### config.mk
export PLATFORM = sky130hd
export DESIGN_NAME = tnn_core_arbiter
export DESIGN_NICKNAME = d
export VERILOG_FILES = /design/src/rtl/tnn_core_arbiter_pkg.sv /design/src/rtl/tnn_core_arbiter_rr_arbiter.sv /design/src/rtl/tnn_core_arbiter.sv
export SDC_FILE = /design/constraint.sdc
export NUM_CORES = 1
export LEC_CHECK = 0
export ABC_AREA = 1
export BUFFER_PORTS_ARGS = -buffer_cell sky130_fd_sc_hd__buf_2
export CORE_MARGIN = 1
export CORE_UTILIZATION = 45
export DETAILED_ROUTE_END_ITERATION = 16
export PLACE_DENSITY_LB_ADDON = 0.12
export SYNTH_ARGS = -nofsm -noshare
export SYNTH_HDL_FRONTEND = slang
export SYNTH_SLANG_ARGS = --single-unit
### constraint.sdc
create_clock -name clk -period 2 [get_ports clk]
set_input_delay 0.2 -clock clk [delete_from_list [all_inputs] [get_ports clk]]
set_output_delay 0.2 -clock clk [all_outputs]
set_load 0.1 [all_outputs]
### src/rtl/tnn_core_arbiter_pkg.sv
// Shared types and constants for the TNN neuron-core arbiter slice.
package tnn_pkg;

  localparam int unsigned FEAT_W   = 3;
  localparam int unsigned NUM_FEAT = 6;
  localparam int unsigned IN_W     = NUM_FEAT * FEAT_W;

  typedef enum logic [1:0] {
    IDLE = 2'd0,
    WAIT = 2'd1,
    RESP = 2'd2
  } state_e;

  // Feature idx of a packed sample; feature a (idx 0) sits at the LSBs.
  function automatic logic [FEAT_W-1:0] feat_slice(input logic [IN_W-1:0] v,
                                                   input int unsigned    idx);
    return v[idx*FEAT_W +: FEAT_W];
  endfunction

endpackage

### src/rtl/tnn_core_arbiter_rr_arbiter.sv
// Combinational round-robin pick: first requester at or after ptr, wrapping.
module rr_arbiter #(
  parameter  int unsigned N    = 4,
  localparam int unsigned ID_W = (N > 1) ? $clog2(N) : 1
) (
  input  logic [N-1:0]    req,
  input  logic [ID_W-1:0] ptr,
  output logic [N-1:0]    gnt,
  output logic [ID_W-1:0] gid
);

  int unsigned idx;
  logic        found;

  always_comb begin
    gnt   = '0;
    gid   = '0;
    found = 1'b0;
    idx   = 0;
    for (int unsigned i = 0; i < N; i++) begin
      idx = (32'(ptr) + i) % N;
      if (!found && req[idx[ID_W-1:0]]) begin
        found                = 1'b1;
        gnt[idx[ID_W-1:0]]   = 1'b1;
        gid                  = idx[ID_W-1:0];
      end
    end
  end

endmodule

### src/rtl/tnn_core_arbiter.sv
// Shares one combinational TNN neuron core between NUM_REQ requesters,
// one transaction in flight, round-robin accept order.
module tnn_core_arbiter #(
  parameter int unsigned NUM_REQ  = 4,
  parameter int unsigned NUM_FEAT = 6,
  parameter int unsigned FEAT_W   = 3,
  parameter int unsigned CORE_LAT = 1,
  parameter int unsigned CNT_W    = 16
) (
  input  logic                                 clk,
  input  logic                                 rst_n,
  input  logic [NUM_REQ-1:0]                   req_valid,
  input  logic [NUM_REQ*NUM_FEAT*FEAT_W-1:0]   req_data,
  output logic [NUM_REQ-1:0]                   req_ready,
  output logic [NUM_REQ-1:0]                   rsp_valid,
  output logic                                 rsp_bit,
  input  logic [NUM_REQ-1:0]                   rsp_ready,
  output logic [NUM_FEAT*FEAT_W-1:0]           core_in,
  input  logic                                 core_out,
  output logic                                 busy,
  output logic [CNT_W-1:0]                     n_done
);

  localparam int unsigned IN_W   = NUM_FEAT * FEAT_W;
  localparam int unsigned ID_W   = (NUM_REQ > 1) ? $clog2(NUM_REQ) : 1;
  localparam int unsigned WCNT_W = 2;

  typedef tnn_pkg::state_e state_e;

  state_e            state_q, state_d;
  logic [ID_W-1:0]   ptr_q, ptr_d;
  logic [ID_W-1:0]   gid_q, gid_d;
  logic [WCNT_W-1:0] wcnt_q, wcnt_d;
  logic [IN_W-1:0]   core_in_q, core_in_d;
  logic              rsp_bit_q, rsp_bit_d;
  logic [CNT_W-1:0]  n_done_q, n_done_d;

  logic [NUM_REQ-1:0] arb_gnt;
  logic [ID_W-1:0]    arb_gid;
  logic [IN_W-1:0]    acc_data;

  rr_arbiter #(.N(NUM_REQ)) u_rr (
    .req (req_valid),
    .ptr (ptr_q),
    .gnt (arb_gnt),
    .gid (arb_gid)
  );

  always_ff @(posedge clk or negedge rst_n) begin
    if (!rst_n) begin
      state_q   <= tnn_pkg::IDLE;
      ptr_q     <= '0;
      gid_q     <= '0;
      wcnt_q    <= '0;
      core_in_q <= '0;
      rsp_bit_q <= 1'b0;
      n_done_q  <= '0;
    end else begin
      state_q   <= state_d;
      ptr_q     <= ptr_d;
      gid_q     <= gid_d;
      wcnt_q    <= wcnt_d;
      core_in_q <= core_in_d;
      rsp_bit_q <= rsp_bit_d;
      n_done_q  <= n_done_d;
    end
  end

  always_comb begin
    state_d   = state_q;
    ptr_d     = ptr_q;
    gid_d     = gid_q;
    wcnt_d    = wcnt_q;
    core_in_d = core_in_q;
    rsp_bit_d = rsp_bit_q;
    n_done_d  = n_done_q;
    acc_data  = '0;

    for (int unsigned i = 0; i < NUM_REQ; i++) begin
      if (arb_gnt[i]) acc_data = req_data[i*IN_W +: IN_W];
    end

    case (state_q)
      tnn_pkg::IDLE: begin
        if (|req_valid) begin
          core_in_d = acc_data;
          gid_d     = arb_gid;
          wcnt_d    = WCNT_W'(CORE_LAT);
          state_d   = tnn_pkg::WAIT;
        end
      end
      tnn_pkg::WAIT: begin
        if (wcnt_q != '0) begin
          wcnt_d = wcnt_q - 1'b1;
        end else begin
          rsp_bit_d = core_out;
          state_d   = tnn_pkg::RESP;
        end
      end
      tnn_pkg::RESP: begin
        if (rsp_ready[gid_q]) begin
          n_done_d = n_done_q + 1'b1;
          ptr_d    = (gid_q == ID_W'(NUM_REQ - 1)) ? '0 : gid_q + 1'b1;
          state_d  = tnn_pkg::IDLE;
        end
      end
      default: state_d = tnn_pkg::IDLE;
    endcase
  end

  // req_ready is combinational from req_valid, so it is also held low while
  // rst_n is asserted to keep every output at its reset value.
  always_comb begin
    req_ready = (state_q == tnn_pkg::IDLE && rst_n) ? arb_gnt : '0;
    for (int unsigned i = 0; i < NUM_REQ; i++) begin
      rsp_valid[i] = (state_q == tnn_pkg::RESP) && (gid_q == ID_W'(i));
    end
    busy = (state_q != tnn_pkg::IDLE);
  end

  assign core_in = core_in_q;
  assign rsp_bit = rsp_bit_q;
  assign n_done  = n_done_q;

endmodule

==> out/metrics.yaml, run 1 <==
setup_path:
  cp-start-kind: "flop"
  cp.arrival_ps: 2060
  endpoint_kind: "output port"
  crit_path_max_fanout: 5
  cp_data_required_time_ps: 1800
  max_stage_delay_ps: 420
  path_cells: "inv_8, ha_4, inv_4, nand3_2, nand2_2, nor2_4, nand2_1, nand2_1, a21oi_2, nand2_4, nand2_4, clkinvlp_4, buf_12"
  crit_type: "reg -> out"
  slowest_stage: "dfrtp_2"
synth:
  syn_inst: 468
  avgSynthCellArea_um2: 7.06
  yosysUniqueCellTypes: 36
  seq_area_frac_synth_pct: 32.6
  yosys_warnings: 0
  syn_nets: 564
  ys_ff_latch: 43
  syn-cell-area_um2: 3300
finish:
  drive_above_1_share_pct: 41.1
  final_common_cell: "nand2_1"
  n_antenna_cell: 0
  post-route-cell-area_um2: 4630
  fill_cells: 654
  final_cell_mix: "nand2_1, buf_2, inv_1, dfrtp_1, a21oi_1"
  area_growth_pct: 40.1
  fin_nets: 715
  stdcell_count: 716
routing:
  met2_length_um: 4230
  wl_per_cell_um: 12.7
  highest_layer: "met4"
  vias_per_cell: 4.72
  firstDrtPassIters: 4
  wl_met3_um: 545
  drt-initial-drc-count: 132
  drtAntennaViolNets: 0
  met1_length_um: 4170
  drt_wl_total_um: 9070
  vias: 3376
  drc_errors: 0
clock_network:
  cts.clk_slew.worst_paths_ps: 100
  ctsLongestPathBuffers: 2
  hold_buffers: 0
  tritoncts: "done"
  htree_levels: 2
  clk_latency_ps: 300
  numClockSinks: 43
  cts-root-buf: "clkbuf_8"
  tritoncts.num_buffers: 5
place:
  io_buffers: 126
  dp_hpwl_um: 6640
  routabilityCongestion: 0.861
  dp.cells: 700
  placed_area_um2: 4330
timing:
  final.period_utilization_pct: 113
  hold_violations: 21
  fin_ws_ps: -264
  max_freq_ghz: 0.442
  tightest_slew_ps: 568
  hold_ws_ps: -16.7
  drv_slew: 0
  setup_viol: 22
  fin_crit_ps: 2260
  rsz0062_at_grt: "true"
  fin_skew_ps: 12.8
  slew_headroom_pct: 62.1
grt:
  grt_pass1_wl_um: 14600
  grt_pass1_vias: 3213
  grt_use_total_pct: 24.0
  antenna_found_initial: 0
  grt_max_degree: 44
  grt-ovfl-total: 0
floorplanning:
  coreArea_um2: 6940
  dieHeight_um: 87.7
  dieArea_um2: 7690
  die_w_um: 87.7
  start_util_pct: 47.6
  core.rowCount: 30
  ioPinCount: 127
job:
  cap_violations: 0
run_status:
  violations: "hold timing, setup timing"
  status: "finished with violations"
min_path:
  hold_path.class: "in -> async"
==> sequential cells by signal, indices dropped and copies added (netlist names) <==
name	cells
core_in	18
n_done	16
gid_q	2
ptr_q	2
state_q	2
wcnt_q	2
rsp_bit	1
==> Yosys cell counts, drive strengths merged <==
cell | number | area (um^2)
clkbuf | 2 | 27.5
xnor2 | 7 | 61.3
nand3 | 26 | 165
inv | 70 | 270
nand2 | 189 | 763
a21oi | 56 | 340
a21boi | 3 | 30.0
dlygate4sd1 | 1 | 8.76
o22ai | 1 | 6.26
mux2 | 1 | 11.3
clkinv | 1 | 3.75
o31ai | 1 | 7.51
o21ai | 8 | 40.0
nor4 | 1 | 6.26
dfrtp | 43 | 1080
nor3 | 1 | 5.00
nor2 | 22 | 106
xor2 | 8 | 70.1
nand4 | 2 | 12.5
ha | 13 | 163
buf | 12 | 130
==> metrics by stage <==
| step | setup TNS, ps | utilization (%) | setup slack (ps) | hold slack [ps] |
|---|---|---|---|---|
| floorplan | -1350 | - | -313 | -95.6 |
| global placement | -539 | 62.4 | -63.5 | 339 |
| detailed placement | -1430 | 62.4 | -122 | 346 |
| CTS | -2980 | 64.8 | -252 | 9.56 |
| global route | -5450 | 66.7 | -349 | 21.0 |
| finish | -2810 | 66.7 | -264 | -16.7 |
==> metal layers <==
| layer | vias up | track usage (%) |
|---|---|---|
| met2 | 120 | 40.0 |
| met5 | - | 0 |
| met3 | 10 | 4.05 |
| met1 | 1504 | 32.0 |
| li1 | 1742 | - |
| met4 | 0 | 7.30 |
==> area by class of cell <==
class,instances,area (um^2),area share (%)
clock buffers,5,68.8,1.49
inverters,71,295,6.38
multi-input cells,339,2000,43.2
repair buffers,159,1040,22.4
well taps,96,120,2.59
flip-flops and latches,43,1080,23.4
clock inverters,3,26.3,0.568
==> worst max-delay path, delay by kind of cell (launching register included) <==
kind / cells / cell delay, ps
and+or+nand+nor: 7 / 650
DFF: 1 / 420
buffers and inverters: 4 / 340
adders and majority gates: 1 / 310
AOI/OAI and AO/OA: 1 / 50
==> what timing repair did <==
item                       4_1_cts  5_1_grt
resized for setup               11       19
setup buffers                    4        3
setup endpoints to repair       22       24
pin swaps                       12        8
gates cloned                     0        1
==> path summary, 6_finish.rpt <==
path | from | to | slack (ps) | depth (start not counted)
worst max register to register | ptr_q[0] | core_in[5] | -140 | 16
worst min-delay path | rst_n | state_q[1] | -20 | 2
max in group asynchronous | rst_n | n_done[1] | 1600 | 2
worst max-delay path | ptr_q[0] | req_ready[3] | -260 | 13
worst min register to register | n_done[15] | n_done[15] | 470 | 1
min in group clk | core_out | rsp_bit | 120 | 2
==> logic make-up after synthesis <==
| kind of cell | count (synthesis) | synth area share, % |
|---|---|---|
| AND/OR/NAND/NOR | 241 | 32.0 |
| buffers and inverters | 86 | 13.3 |
| AO/OA/AOI/OAI | 69 | 12.8 |
| flip-flops | 43 | 32.6 |
| XOR/XNOR | 15 | 3.98 |
| adder cells (fa/ha/maj) | 13 | 4.92 |
| multiplexers | 1 | 0.341 |
Power of run 1 is left out: the tool's default activity adds up to more than one toggle a clock period on the data nets, which glitch-free logic cannot reach.
==> run 2: changes to the inputs <==
--- a/config.mk
+++ b/config.mk
@@ -13,4 +13,5 @@
 export PLACE_DENSITY_LB_ADDON = 0.12
 export SYNTH_ARGS = -nofsm -noshare
 export SYNTH_HDL_FRONTEND = slang
+export SYNTH_HIERARCHICAL = 1
 export SYNTH_SLANG_ARGS = --single-unit
==> out/metrics.yaml, run 2 <==
setup_path:
  cp-start-kind: "flop"
  crit_type: "reg -> out"
  cp.arrival_ps: 2070  # about the same
  max_stage_delay_ps: 450  # +30 ps
  path_cells: "inv_8, ha_4, inv_6, nand3_4, nand2_8, nor2_4, nand3_2, nand3_2, buf_6, inv_6, nor2_4, buf_12"
  crit_path_max_fanout: 5  # unchanged
  r2r_cells: 14  # -2
  r2r_end: "core_in[6]"
  cp_data_required_time_ps: 1800  # about the same
  cp-endpoint: "req_ready[2]"
  crit_buf_inv: 5  # +1
  slowest_stage: "dfrtp_2"
  reg2reg_slack_ps: -200  # -60 ps
  timing.rr.start: "ptr_q[0]"
  endpoint_kind: "output port"
  critical-path-top-delay-family: "simple AND/OR/NAND/NOR gates"
  path_depth: 12  # -1
  crit_start: "ptr_q[0]"
finish:
  n_antenna_cell: 0  # unchanged
  area_growth_pct: 42.0
  drive_above_1_share_pct: 41.0  # -0.14 points
  fin_nets: 698  # -2.4%
  final_cell_mix: "buf_2, nand2_1, a21oi_1, dfrtp_1, buf_4"
  largest_reg_flops: 18  # unchanged
  fill_cells: 585  # -11%
  final_common_cell: "buf_2"
  stdcell_count: 701  # -2.1%
  finalCoreUtilization_pct: 66.9  # +0.27 points
grt:
  grt_use_total_pct: 26.6  # +2.6 points
  grt_pass1_vias: 3385  # +5.4%
  antenna_found_initial: 0  # unchanged
  grt_max_degree: 44  # unchanged
  grt-ovfl-total: 0  # unchanged
  grt_pass1_wl_um: 15800  # +8.5%
timing:
  setup_viol: 22  # unchanged
  fin_crit_ps: 2270  # +2.07 ps
  max_freq_ghz: 0.441  # about the same
  fin_ws_ps: -266  # -2.07 ps
  drv_slew: 0  # unchanged
  slew_headroom_pct: 62.3  # +0.19 points
  hold_ws_ps: 128  # +144 ps
  fin_skew_ps: 14.7  # +1.91 ps
  tightest_slew_ps: 565  # -2.82 ps
  hold_violations: 0  # -100%
  rsz0062_at_grt: "true"
  final.period_utilization_pct: 113  # about the same
power_and_ir_drop:
  seqPwrFrac_pct: 15.2
  p_switching_mw: 5.60
  power_density_nw_per_um2: 2060
  power_leakage_nw: 2.26
  p_total_mw: 9.48
  pwr-share-clk_pct: 5.8
  p_sw_share_pct: 59.1
  internal_power_mw: 3.88
  ir_drop_mv: 1.05
  combinationalPowerShare_pct: 79.0
synth:
  yosys_warnings: 6  # +6
  synth_fa_ha_area_share_pct: 4.25  # -0.67 points
  synth_top_family_by_area: "simple AND/OR/NAND/NOR gates"
  yosysTopAreaCellShare_pct: 33.2  # +0.67 points
  synthXorXnorAreaFrac_pct: 1.08  # -2.9 points
  ys_top_cells_by_count: "nand2_1, a21oi_1, dfrtp_1"
  ys_ff_latch: 43  # unchanged
  syn-cell-area_um2: 3240  # -2.0%
  syn_inst: 449  # -4.1%
  ys.flop_type: "dfrtp_1"
  synth.area.mux_share_pct: 0.348  # +0.0070 points
  async_flop_share_pct: 100  # unchanged
  synth.most_common_cell: "nand2_1"
  seq_area_frac_synth_pct: 33.2  # +0.67 points
  synthSimpleGateAreaFrac_pct: 32.3  # +0.23 points
  yosysUniqueCellTypes: 33  # -8.3%
  synth_edf_count: 0  # unchanged
  synth_compound_area_share_pct: 20.0  # +7.1 points
  ys_top_cells_by_area: "dfrtp_1, nand2_1, a21oi_1, nand3_1, ha_1"
  syn_nets: 543  # -3.7%
  avgSynthCellArea_um2: 7.21  # +2.1%
  synth_top_cell_by_area: "dfrtp_1"
clock_network:
  clk_latency_ps: 300  # about the same
  cts.clk_slew.worst_paths_ps: 80  # -20 ps
  numClockSinks: 43  # unchanged
  htree_levels: 2  # unchanged
  tritoncts: "done"
  tritoncts.num_buffers: 5  # unchanged
  cts-root-buf: "clkbuf_8"
  ctsLongestPathBuffers: 2  # unchanged
floorplanning:
  dieArea_um2: 7540  # -2.0%
  die_w_um: 86.8  # -0.98%
  dieHeight_um: 86.8  # -0.98%
  start_util_pct: 47.1  # -0.45 points
  ioPinCount: 127  # unchanged
  core.rowCount: 30  # unchanged
  coreArea_um2: 6870  # -1.1%
place:
  routabilityCongestion: 0.989  # +15%
  dp.cells: 677  # -3.3%
  dp_hpwl_um: 7180  # +8.2%
  io_buffers: 126  # unchanged
routing:
  wl_per_cell_um: 13.9  # +9.9%
  vias_per_cell: 5.15  # +9.2%
  drt-initial-drc-count: 171  # +30%
  drc_errors: 0  # unchanged
  drt_wl_total_um: 9760  # +7.6%
  drtAntennaViolNets: 0  # unchanged
  vias: 3611  # +7.0%
  firstDrtPassIters: 4  # unchanged
run_status:
  violations: "setup timing"
  status: "finished with violations"
job:
  cap_violations: 0  # unchanged
min_path:
  hp-start: "core_out"
  hold_path.class: "in -> reg"
==> run 2: cell count changes after synthesis, sizes merged, moves of 3 or more <==
cell / delta
o21ai: +8
nor2: +17
xnor2: -5
xor2: -6
nand2: -54
nand3: +6
buf: +3
inv: -31
o211ai: +18
a21oi: +23
nand4: +4
==> run 2: power groups by stage <==
stage / combinational, mW / clock, mW / sequential, mW
after global routing: 8.07 / 0.602 / 1.48
after detailed placement: 6.80 / 0 / 1.45
after floorplan: 3.71 / 0 / 3.12
after CTS: 7.29 / 0.579 / 1.44
after global placement: 6.70 / 0 / 1.45
final: 7.48 / 0.553 / 1.44
==> run 2: how the worst min path moves through the flow <==
stage             endpoint  slack, ps  cells after the start
2_1_floorplan   core_in[0]       -100                      0
3_3_place_gp   core_in[11]        330                      2
3_5_place_dp   core_in[11]        330                      2
4_1_cts            rsp_bit        120                      2
5_1_grt            rsp_bit        120                      2
6_report           rsp_bit        130                      2
==> run 2: area by class of cell <==
class,count,area (um^2),area share (%)
Timing Repair Buffer,164,1050,22.8
Tap cell,96,120,2.61
Inverter,40,183,3.97
Clock inverter,2,12.5,0.272
Multi-Input combinational cell,350,2080,45.3
Clock buffer,6,72.6,1.58
Sequential cell,43,1080,23.5
==> run 2: stage by stage <==
step | cell area, um^2 | setup slack [ps] | setup TNS [ps]
after floorplan | 3390 | -363 | -2260
after global placement | 4280 | -113 | -1420
after detailed placement | 4280 | -170 | -2580
after CTS | 4540 | -234 | -3590
after global routing | 4600 | -367 | -6880
final | 4600 | -266 | -3760
==> run 2: cell families after synthesis <==
family	after synthesis
and+or+nand+nor	215
AOI/OAI and AO/OA	118
buffers and inverters	57
DFF	43
adders and majority gates	11
xor gates and xnor gates	4
muxes	1
==> run 2: repair_timing <==
action | 4_1_cts | 5_1_grt
buffers inserted | 11 | 3
setup endpoints to repair | 22 | 22
hold endpoints to repair | 7 | 0
gates resized for setup | 22 | 8
gates cloned | 1 | 0
pin swaps | 17 | 7
hold buffers | 1 | 0
==> run 2: routing by layer <==
metal  vias up  part of all wire (%)  GRT usage (%)
met4         0                   1.6           8.79
li1       1806                     -              -
met5         -                     0              0
met3        10                   6.7           5.52
met2       141                    48           45.5
met1      1654                    44           33.5
No activity file was read; power rests on OpenSTA's default activity.
